$ cat config.mk
export PLATFORM = sky130hd
export DESIGN_NAME = program_loader
export DESIGN_NICKNAME = d
export VERILOG_FILES = /design/src/rtl/program_loader.sv
export SDC_FILE = /design/constraint.sdc
export NUM_CORES = 1
export LEC_CHECK = 0
export BUFFER_PORTS_ARGS = -buffer_cell sky130_fd_sc_hd__buf_2
export CAP_MARGIN = 5
export CELL_PAD_IN_SITES_DETAIL_PLACEMENT = 0
export CELL_PAD_IN_SITES_GLOBAL_PLACEMENT = 2
export CORE_UTILIZATION = 33
export DETAILED_ROUTE_END_ITERATION = 6
export GPL_ROUTABILITY_DRIVEN = 0
export PLACE_DENSITY_LB_ADDON = 0.1
export SKIP_CTS_REPAIR_TIMING = 1
export SYNTH_ARGS = -nofsm -noshare
export SYNTH_HDL_FRONTEND = slang
export SYNTH_SLANG_ARGS = --single-unit
$ cat constraint.sdc
create_clock -name clk -period 4.7 [get_ports clk]
set_input_delay 0.235 -clock clk [delete_from_list [all_inputs] [get_ports clk]]
set_output_delay 0.235 -clock clk [all_outputs]
set_load 0.005 [all_outputs]
$ cat src/rtl/program_loader.sv
// program_loader: byte-stream boot loader for the single-cycle MIPS datapath.
// Receives a framed image (NI/ND header, NI instruction words, ND data words,
// XOR checksum byte) over a valid/ready byte interface. It writes the words
// into instruction and data memory, and holds the CPU in reset until the image
// has loaded and its checksum verifies.
// Ports:
//   clk, rst          clock, async active-high reset
//   start             session start pulse (honoured in IDLE/DONE/ERR)
//   in_data/in_valid  byte stream in; in_ready = loader accepts a byte
//   imem_we/addr/wdata   instruction memory write port (one-cycle strobe)
//   dmem_we/addr/wdata   data memory write port (one-cycle strobe)
//   cpu_rst           1 = datapath held in reset (0 only when DONE)
//   busy, done, err   session status levels
module program_loader #(
  parameter int ADDR_W = 10
) (
  input  logic              clk,
  input  logic              rst,
  input  logic              start,
  input  logic [7:0]        in_data,
  input  logic              in_valid,
  output logic              in_ready,
  output logic              imem_we,
  output logic [ADDR_W-1:0] imem_addr,
  output logic [31:0]       imem_wdata,
  output logic              dmem_we,
  output logic [ADDR_W-1:0] dmem_addr,
  output logic [31:0]       dmem_wdata,
  output logic              cpu_rst,
  output logic              busy,
  output logic              done,
  output logic              err
);

  typedef enum logic [2:0] {
    S_IDLE, S_HDR, S_IWORD, S_DWORD, S_CSUM, S_DONE, S_ERR
  } state_t;

  localparam int unsigned MAX_WORDS = 32'd1 << ADDR_W;

  state_t            state;
  logic [4:0]        flags;     // {in_ready, busy, cpu_rst, done, err}
  logic [1:0]        bcnt;      // byte position within header / word
  logic [23:0]       sh;        // first three bytes of the current word
  logic [15:0]       ni, nd;
  logic [ADDR_W:0]   iidx, didx; // one extra bit so a full memory is legal
  logic [7:0]        csum;
  logic              acc;
  logic [15:0]       nd_full;

  // Status outputs are decoded from the *next* state and registered together
  // with it, so each one changes on the same edge as the state.
  function automatic logic [4:0] flags_of(input state_t s);
    case (s)
      S_HDR, S_IWORD, S_DWORD, S_CSUM: flags_of = 5'b11100;
      S_DONE:                          flags_of = 5'b00010;
      S_ERR:                           flags_of = 5'b00101;
      default:                         flags_of = 5'b00100;
    endcase
  endfunction

  assign {in_ready, busy, cpu_rst, done, err} = flags;
  assign acc     = in_valid && in_ready;
  assign nd_full = {nd[15:8], in_data};

  always_ff @(posedge clk or posedge rst) begin
    if (rst) begin
      state      <= S_IDLE;
      flags      <= flags_of(S_IDLE);
      bcnt       <= '0;
      sh         <= '0;
      ni         <= '0;
      nd         <= '0;
      iidx       <= '0;
      didx       <= '0;
      csum       <= '0;
      imem_we    <= 1'b0;
      imem_addr  <= '0;
      imem_wdata <= '0;
      dmem_we    <= 1'b0;
      dmem_addr  <= '0;
      dmem_wdata <= '0;
    end else begin
      imem_we <= 1'b0;
      dmem_we <= 1'b0;
      if (acc && state != S_CSUM) csum <= csum ^ in_data;
      case (state)
        S_IDLE, S_DONE, S_ERR: begin
          if (start) begin
            state <= S_HDR;
            flags <= flags_of(S_HDR);
            bcnt  <= '0;
            iidx  <= '0;
            didx  <= '0;
            csum  <= '0;
          end
        end
        S_HDR: if (acc) begin
          bcnt <= bcnt + 2'd1;
          case (bcnt)
            2'd0: ni[15:8] <= in_data;
            2'd1: ni[7:0]  <= in_data;
            2'd2: nd[15:8] <= in_data;
            default: begin
              nd <= nd_full;
              if (32'(ni) > MAX_WORDS || 32'(nd_full) > MAX_WORDS) begin
                state <= S_ERR;   flags <= flags_of(S_ERR);
              end else if (ni != 16'd0) begin
                state <= S_IWORD; flags <= flags_of(S_IWORD);
              end else if (nd_full != 16'd0) begin
                state <= S_DWORD; flags <= flags_of(S_DWORD);
              end else begin
                state <= S_CSUM;  flags <= flags_of(S_CSUM);
              end
            end
          endcase
        end
        S_IWORD: if (acc) begin
          bcnt <= bcnt + 2'd1;
          sh   <= {sh[15:0], in_data};
          if (bcnt == 2'd3) begin
            imem_we    <= 1'b1;
            imem_addr  <= iidx[ADDR_W-1:0];
            imem_wdata <= {sh, in_data};
            iidx       <= iidx + 1'b1;
            if (32'(iidx) + 32'd1 == 32'(ni)) begin
              if (nd != 16'd0) begin
                state <= S_DWORD; flags <= flags_of(S_DWORD);
              end else begin
                state <= S_CSUM;  flags <= flags_of(S_CSUM);
              end
            end
          end
        end
        S_DWORD: if (acc) begin
          bcnt <= bcnt + 2'd1;
          sh   <= {sh[15:0], in_data};
          if (bcnt == 2'd3) begin
            dmem_we    <= 1'b1;
            dmem_addr  <= didx[ADDR_W-1:0];
            dmem_wdata <= {sh, in_data};
            didx       <= didx + 1'b1;
            if (32'(didx) + 32'd1 == 32'(nd)) begin
              state <= S_CSUM; flags <= flags_of(S_CSUM);
            end
          end
        end
        S_CSUM: if (acc) begin
          if (in_data == csum) begin
            state <= S_DONE; flags <= flags_of(S_DONE);
          end else begin
            state <= S_ERR;  flags <= flags_of(S_ERR);
          end
        end
        default: begin
          state <= S_IDLE;
          flags <= flags_of(S_IDLE);
        end
      endcase
    end
  end

endmodule

Word level (Yosys, flattened, before mapping):

Index checks and enable logic that the tools add are counted.

* flip-flop bits (word level): 182
* input port bits: 12
* output and inout port bits: 91
* word-level logic and storage cells: 122

* add/sub/neg operators: 5
* magnitude comparators: 2
* equality and inequality tests: 24
* mux-type cells: 46
* bitwise logic cells: 2
* reductions and logical operators: 26

Operators with widths (number)
* $mux 11: 5
* $mux 5: 11
* $reduce_bool 16->1: 3
* $mux 3: 15
* $pmux 11 s2: 2
* $eq 12x16->1: 2
* $gt 16x11->1 const B: 2
* $pmux 5 s5: 1
* $add 11x1->12 const B: 2
* $mux 8: 3
* $add 11x1->11 const B: 2
* $reduce_and 3->1: 7
* $ne 2x2->1 const B: 10
* $pmux 3 s5: 1
* $reduce_and 10->1: 1
* $eq 3x3->1 const B: 3
* $reduce_or 3->1: 3
* $eq 8x8->1: 1
* $reduce_and 4->1: 2
* $xor 8x8->8: 1
* $eq 3x2->1 const B: 2
* $mux 2: 3
* $reduce_bool 2->1: 3
* $eq 2x2->1 const B: 2
* 14 further kinds: 18

Longest topological paths before layout:

* depth in word-level cells: 7
* mapped depth: 11
* gate-level depth less buffers: 8

Least setup slack after synthesis:

OpenSTA, ideal clock, no wires.

* kind: register -> register
* start: reg didx[0]
* end: reg flags[0]
* library setup time: 125 ps
* arrival time: 2474 ps
* data required time: 4575 ps
* slack: 2101 ps
* cell stages (with the launch flop): 10
* buffers on the path: 1
* clock period less this slack: 2599 ps
* cell sequence: dfrtp_1 > ha_1 > or4bb_1 > o2111ai_1 > o2111ai_1 > or4_1 > o22ai_1 > or2_1 > buf_6 > mux2_4

* longest elaborated chain between the ends: 4

RTL lines
* from (decl): line 46 `logic [ADDR_W:0] iidx, didx;`
* from (signal assigned): line 142 `didx <= didx + 1'b1;`
* $add 11x1->12: line 143 `if (32'(didx) + 32'd1 == 32'(nd)) begin`
* $eq 12x16->1: line 143
* $ne 2x2->1 (no line)
* $reduce_and 10->1 (no line)
* to (signal assigned): line 69 `flags <= flags_of(S_IDLE);`
* to (signal assigned): line 91 `flags <= flags_of(S_HDR);`
* to (signal assigned): line 157 `flags <= flags_of(S_IDLE);`
* to (decl): line 42 `logic [4:0] flags;`

Every way passes these cells.
A chain may end at the register's enable or synchronous reset.

Worst setup path after layout:

* start: reg state[0]
* end: reg state[0]

* longest elaborated chain between the ends: 4
* elaborated cells between the ends (all ways): 20
* those cells by class: eq/ne (16); mux (1); reduce/logical (3)

RTL lines
* from (decl): line 41 `state_t state;`
* from (signal assigned): line 68 `state <= S_IDLE;`
* from (signal assigned): line 90 `state <= S_HDR;`
* from (signal assigned): line 107 `state <= S_ERR; flags <= flags_of(S_ERR);`
* $eq 3x3->1 / $logic_not 3->1 (equally long branches): line 87 `case (state)`
* $reduce_or 3->1: line 87
* $ne 2x2->1 (no line)
* $reduce_and 10->1 (no line)

Parallel ways exist; a longest one is shown, timed or not.

==> results.txt <==
The flow ran to the end, but the final reports show violations. The final reports fail on hold timing. From synthesis to final layout, the design area changed by 15.4%.

After legalization and detailed placement, the total HPWL measured 14500 µm. The library cell used most frequently in the layout, excluding fill and tap cells, is nand2_1. From left edge to right edge, the die measures 161 µm. In the final timing run, aggregate negative setup slack is 0 ns. The run gives 68 as the unique cell type count in the Yosys netlist. The worst reg2reg path endpoint is state[0]. The required time of the worst setup path is 5.01 ns, and the vias per cell is 4.83.

The share of total power dissipated in the clock network is 27.3%. The tools report the largest buffer count on any clock path as 2. For the pin with the worst max-slew slack, the measured transition is 1.08 ns. The worst path uses 65.2% of the clock period. For the initial standard-cell utilization of the core, the log shows 34.0%. For the number of nets in the final layout, the log shows 989. For this run the aggregate overflow at the end of global routing stands at 0. Cell accounting for the most synthesized area: dfrtp_1. The area of the die was 26000 µm²; the first-pass iteration count of the detailed router was 4. After layout, the minimum clock period comes to 3.07 ns. In this run the static leakage power is 5.01 nW.

The biggest cell delay along the critical path is 0.60 ns. The synthesized netlist devotes 0.897% of its cell area to adder and majority cells. The internal power of the cells totals 3.35 mW. The wire length of the first global-routing pass came out at 36700 µm. STA classifies the critical path startpoint as a flip-flop.

The worst vdd rail ir drop was 0.205 mV; the fraction of the mapped netlist area in compound gates was 6.75%. Setup violations remaining at the end of the flow were counted as 0. The total wire length after detailed routing was 22200 µm. The fraction of layout cells with a size suffix above 1 is 19.5%, and the via count is 6321. Of the synthesized area, sequential elements account for 54.1%. The switching power as a share of total power came out at 36.0%. Counting flops and latches in the post-synthesis netlist gives 181.

Timing analysis after detailed placement gives a worst setup slack of 1.64 ns. The reported net switching power is 1.89 mW, and the proportion of synthesized flip-flops having asynchronous set or reset is 100%. Leaving out fill and tap cells, the most frequent cells in the layout are nand2_1 (358), dfrtp_1 (180), buf_2 (102), o21ai_0 (38), nor2_1 (33). The primary flip-flop cell chosen by synthesis mapping was dfrtp_1.

The share of synthesized area in the top cell type comes to 53.8%. The run gives 0.326 GHz as the achievable clock frequency. Largest family of logic cells by synthesized area: simple AND/OR/NAND/NOR gates. In this run the tightest slew margin relative to its limit is 28.1%. In the post-synthesis netlist, the biggest area contributors are dfrtp_1 (54%), nand2_1 (16%), mux2_2 (4.3%). The number of antenna diodes in the final layout is 0. In this run, flip-flops and latches consume 46.7% of the power. Entering global routing, the biggest net connects 120 pins. The via count of the first global-routing pass was 6451. Library cell contributing the largest single delay on the critical path: dfrtp_1. In this run the cell area of the synthesized design comes to 8370 µm². The first routing iteration left 304 violations. In the routed design, unresolved DRC markers number 0. The die height was 161 µm. The clock net in this run drives a total of 181 sinks.

The count of nets left with antenna violations once routing finished came out at 0. The synthesized netlist devotes 24.1% of its cell area to simple gates. By startpoint and endpoint, the worst setup path is classified as reg2reg. The number of enable-type register cells in the synthesized netlist is 0. For this design the top-level I/O count stands at 103.

Data on the critical path arrives at its endpoint at 3.38 ns. Global routing used 18.1% of the available tracks across all layers. The core region is 24600 µm². The final hold slack was -0.0620 ns.

After clock tree synthesis, the clock-pin slew on the worst setup and hold paths is 0.07 ns. Dividing total power by cell area gives a power density of 542 nW/µm². Of the post-synthesis cell area, the part taken by muxes is 4.96%. Number of I/O port buffers: 102.

The cell type group with the largest total delay on the critical path was simple AND/OR/NAND/NOR gates. TritonCTS built the clock tree. The tools report the startpoint of the worst register-to-register path as state[0].

The critical path capture point type is a flip-flop. The critical path goes through nor2_1 -> a21boi_0 -> a311oi_1 -> or4_1 -> o22ai_1 -> or2_1 -> mux2_4. The Yosys step of the flow raised 0 warnings. For the worst flop-to-flop path, the logic depth is 7. The floorplan has 57 rows. The latest clock arrival within the worst-skew pair came out at 0.44 ns. Synthesis produced 900 cells. Buffers inserted during clock tree synthesis total 17.

A synthesized cell averages 9.30 µm². After Yosys synthesis, XOR and XNOR cells account for 5.13% of the synthesized area. Setup repair after global routing left no endpoint under its margin. The routed length per placed instance works out to 16.9 µm. The run gives 0.0164 ns as the worst clock skew. The slack of the critical path is 1.63 ns.

The tools report the cell chosen for the clock root as clkbuf_16. The worst register-to-register path has a setup slack of 1.63 ns. The number of buffers and inverters on the critical path is 0. Number of slew-limit violations in the final report: 0.

Per report_power, the combinational group accounts for 26.0% of the total. The worst hold path belongs to the class in2async. In this run the worst path has a maximum fanout of 17. The H-tree was split into 4 levels. The initial antenna violation count came out at 0. The count of endpoints failing hold in the final timing report was 14. The tool flagged a number of max-cap violations equal to 0.

Net count after synthesis: 918.
==> metrics by stage <==
| stage | area, µm² | util, % | instances | power [mW] |
|---|---|---|---|---|
| final | 9660 | 39.3 | 1308 | 5.24 |
| after global routing | 9660 | 39.3 | 1308 | 5.61 |
| after CTS | 9660 | 39.3 | 1308 | 5.32 |
| after detailed placement | 9070 | 36.9 | 1276 | 3.87 |
| after global placement | 9070 | 36.9 | 1276 | 3.86 |
| after floorplan | 8380 | - | 900 | 3.32 |
==> cells by family (layout without fill, tap and decap cells) <==
logic type / after synthesis / in the layout
simple gates: 473 / 473
flops: 181 / 181
compound gates: 89 / 89
buf+inv: 68 / 152
xor+xnor: 47 / 47
mux: 36 / 36
fa+ha+maj: 6 / 6
==> power groups by stage <==
stage	Sequential [mW]	Clock (mW)	Combinational, mW
6_report	2.45	1.43	1.36
5_1_grt	2.53	1.53	1.56
4_1_cts	2.46	1.47	1.39
3_5_place_dp	2.49	0	1.38
3_3_place_gp	2.49	0	1.37
2_1_floorplan	2.32	0	1.00
==> sequential cells by signal, summed over array words and instances, names as in the netlist, 8 cells and up <==
name	flops
imem_wdata	32
sh	24
dmem_wdata	32
ni	16
dmem_addr	10
didx	11
csum	8
iidx	11
nd	16
imem_addr	10
==> Yosys cell counts, types with 3 or more instances <==
cell         n
a21oi_1     13
a22o_1       3
a31oi_1      3
and2_1       5
and3_1       5
and4_1       3
buf_1        4
buf_2        8
clkbuf_1    38
clkbuf_8     3
dfrtp_1    180
ha_1         6
inv_1        9
mux2_2      32
mux2_4       3
nand2_1    358
nand3_1     16
nand4_1      6
nor2_1      33
nor2b_1      3
nor3_1       6
nor4_1      10
o2111ai_1    4
o21ai_0     38
o22ai_1      3
o31ai_1      7
or3_1        4
or4_1        3
xnor2_1     27
xor2_1      19
==> worst register-to-register path, stage by stage, from the launching register on <==
cell and delay [ns]:
dfrtp_1 0.60, nor2_1 0.47, a21boi_0 0.30, a311oi_1 0.16
or4_1 0.59, o22ai_1 0.18, or2_1 0.32, mux2_4 0.33
==> worst max path at each step <==
stage | startpoint | to | slack (ns) | cells past startpoint
4_1_cts | state[0] | state[0] | 1.61 | 7
3_3_place_gp | state[0] | flags[0] | 1.64 | 7
3_5_place_dp | state[0] | state[0] | 1.64 | 7
6_report | state[0] | state[0] | 1.63 | 7
5_1_grt | state[1] | iidx[2] | 1.38 | 9
2_1_floorplan | didx[0] | flags[0] | 2.10 | 9
==> metal layers <==
layer  global-route usage (%)  part of all wire [%]
met2                     28.7                    46
met5                        0                     0
met3                     2.67                   2.8
met1                     25.8                    50
met4                     4.46                  0.97
==> area by class of cell <==
| class | instances | area, µm² |
|---|---|---|
| clock inverter | 14 | 163 |
| tap | 324 | 405 |
| inverter | 10 | 41.3 |
| sequential | 181 | 4530 |
| clock buffer | 18 | 429 |
| fill | 2550 | 14900 |
| multi-input combinational | 651 | 3510 |
| timing repair buffer | 110 | 583 |
Power figures use the tool's default switching activity.
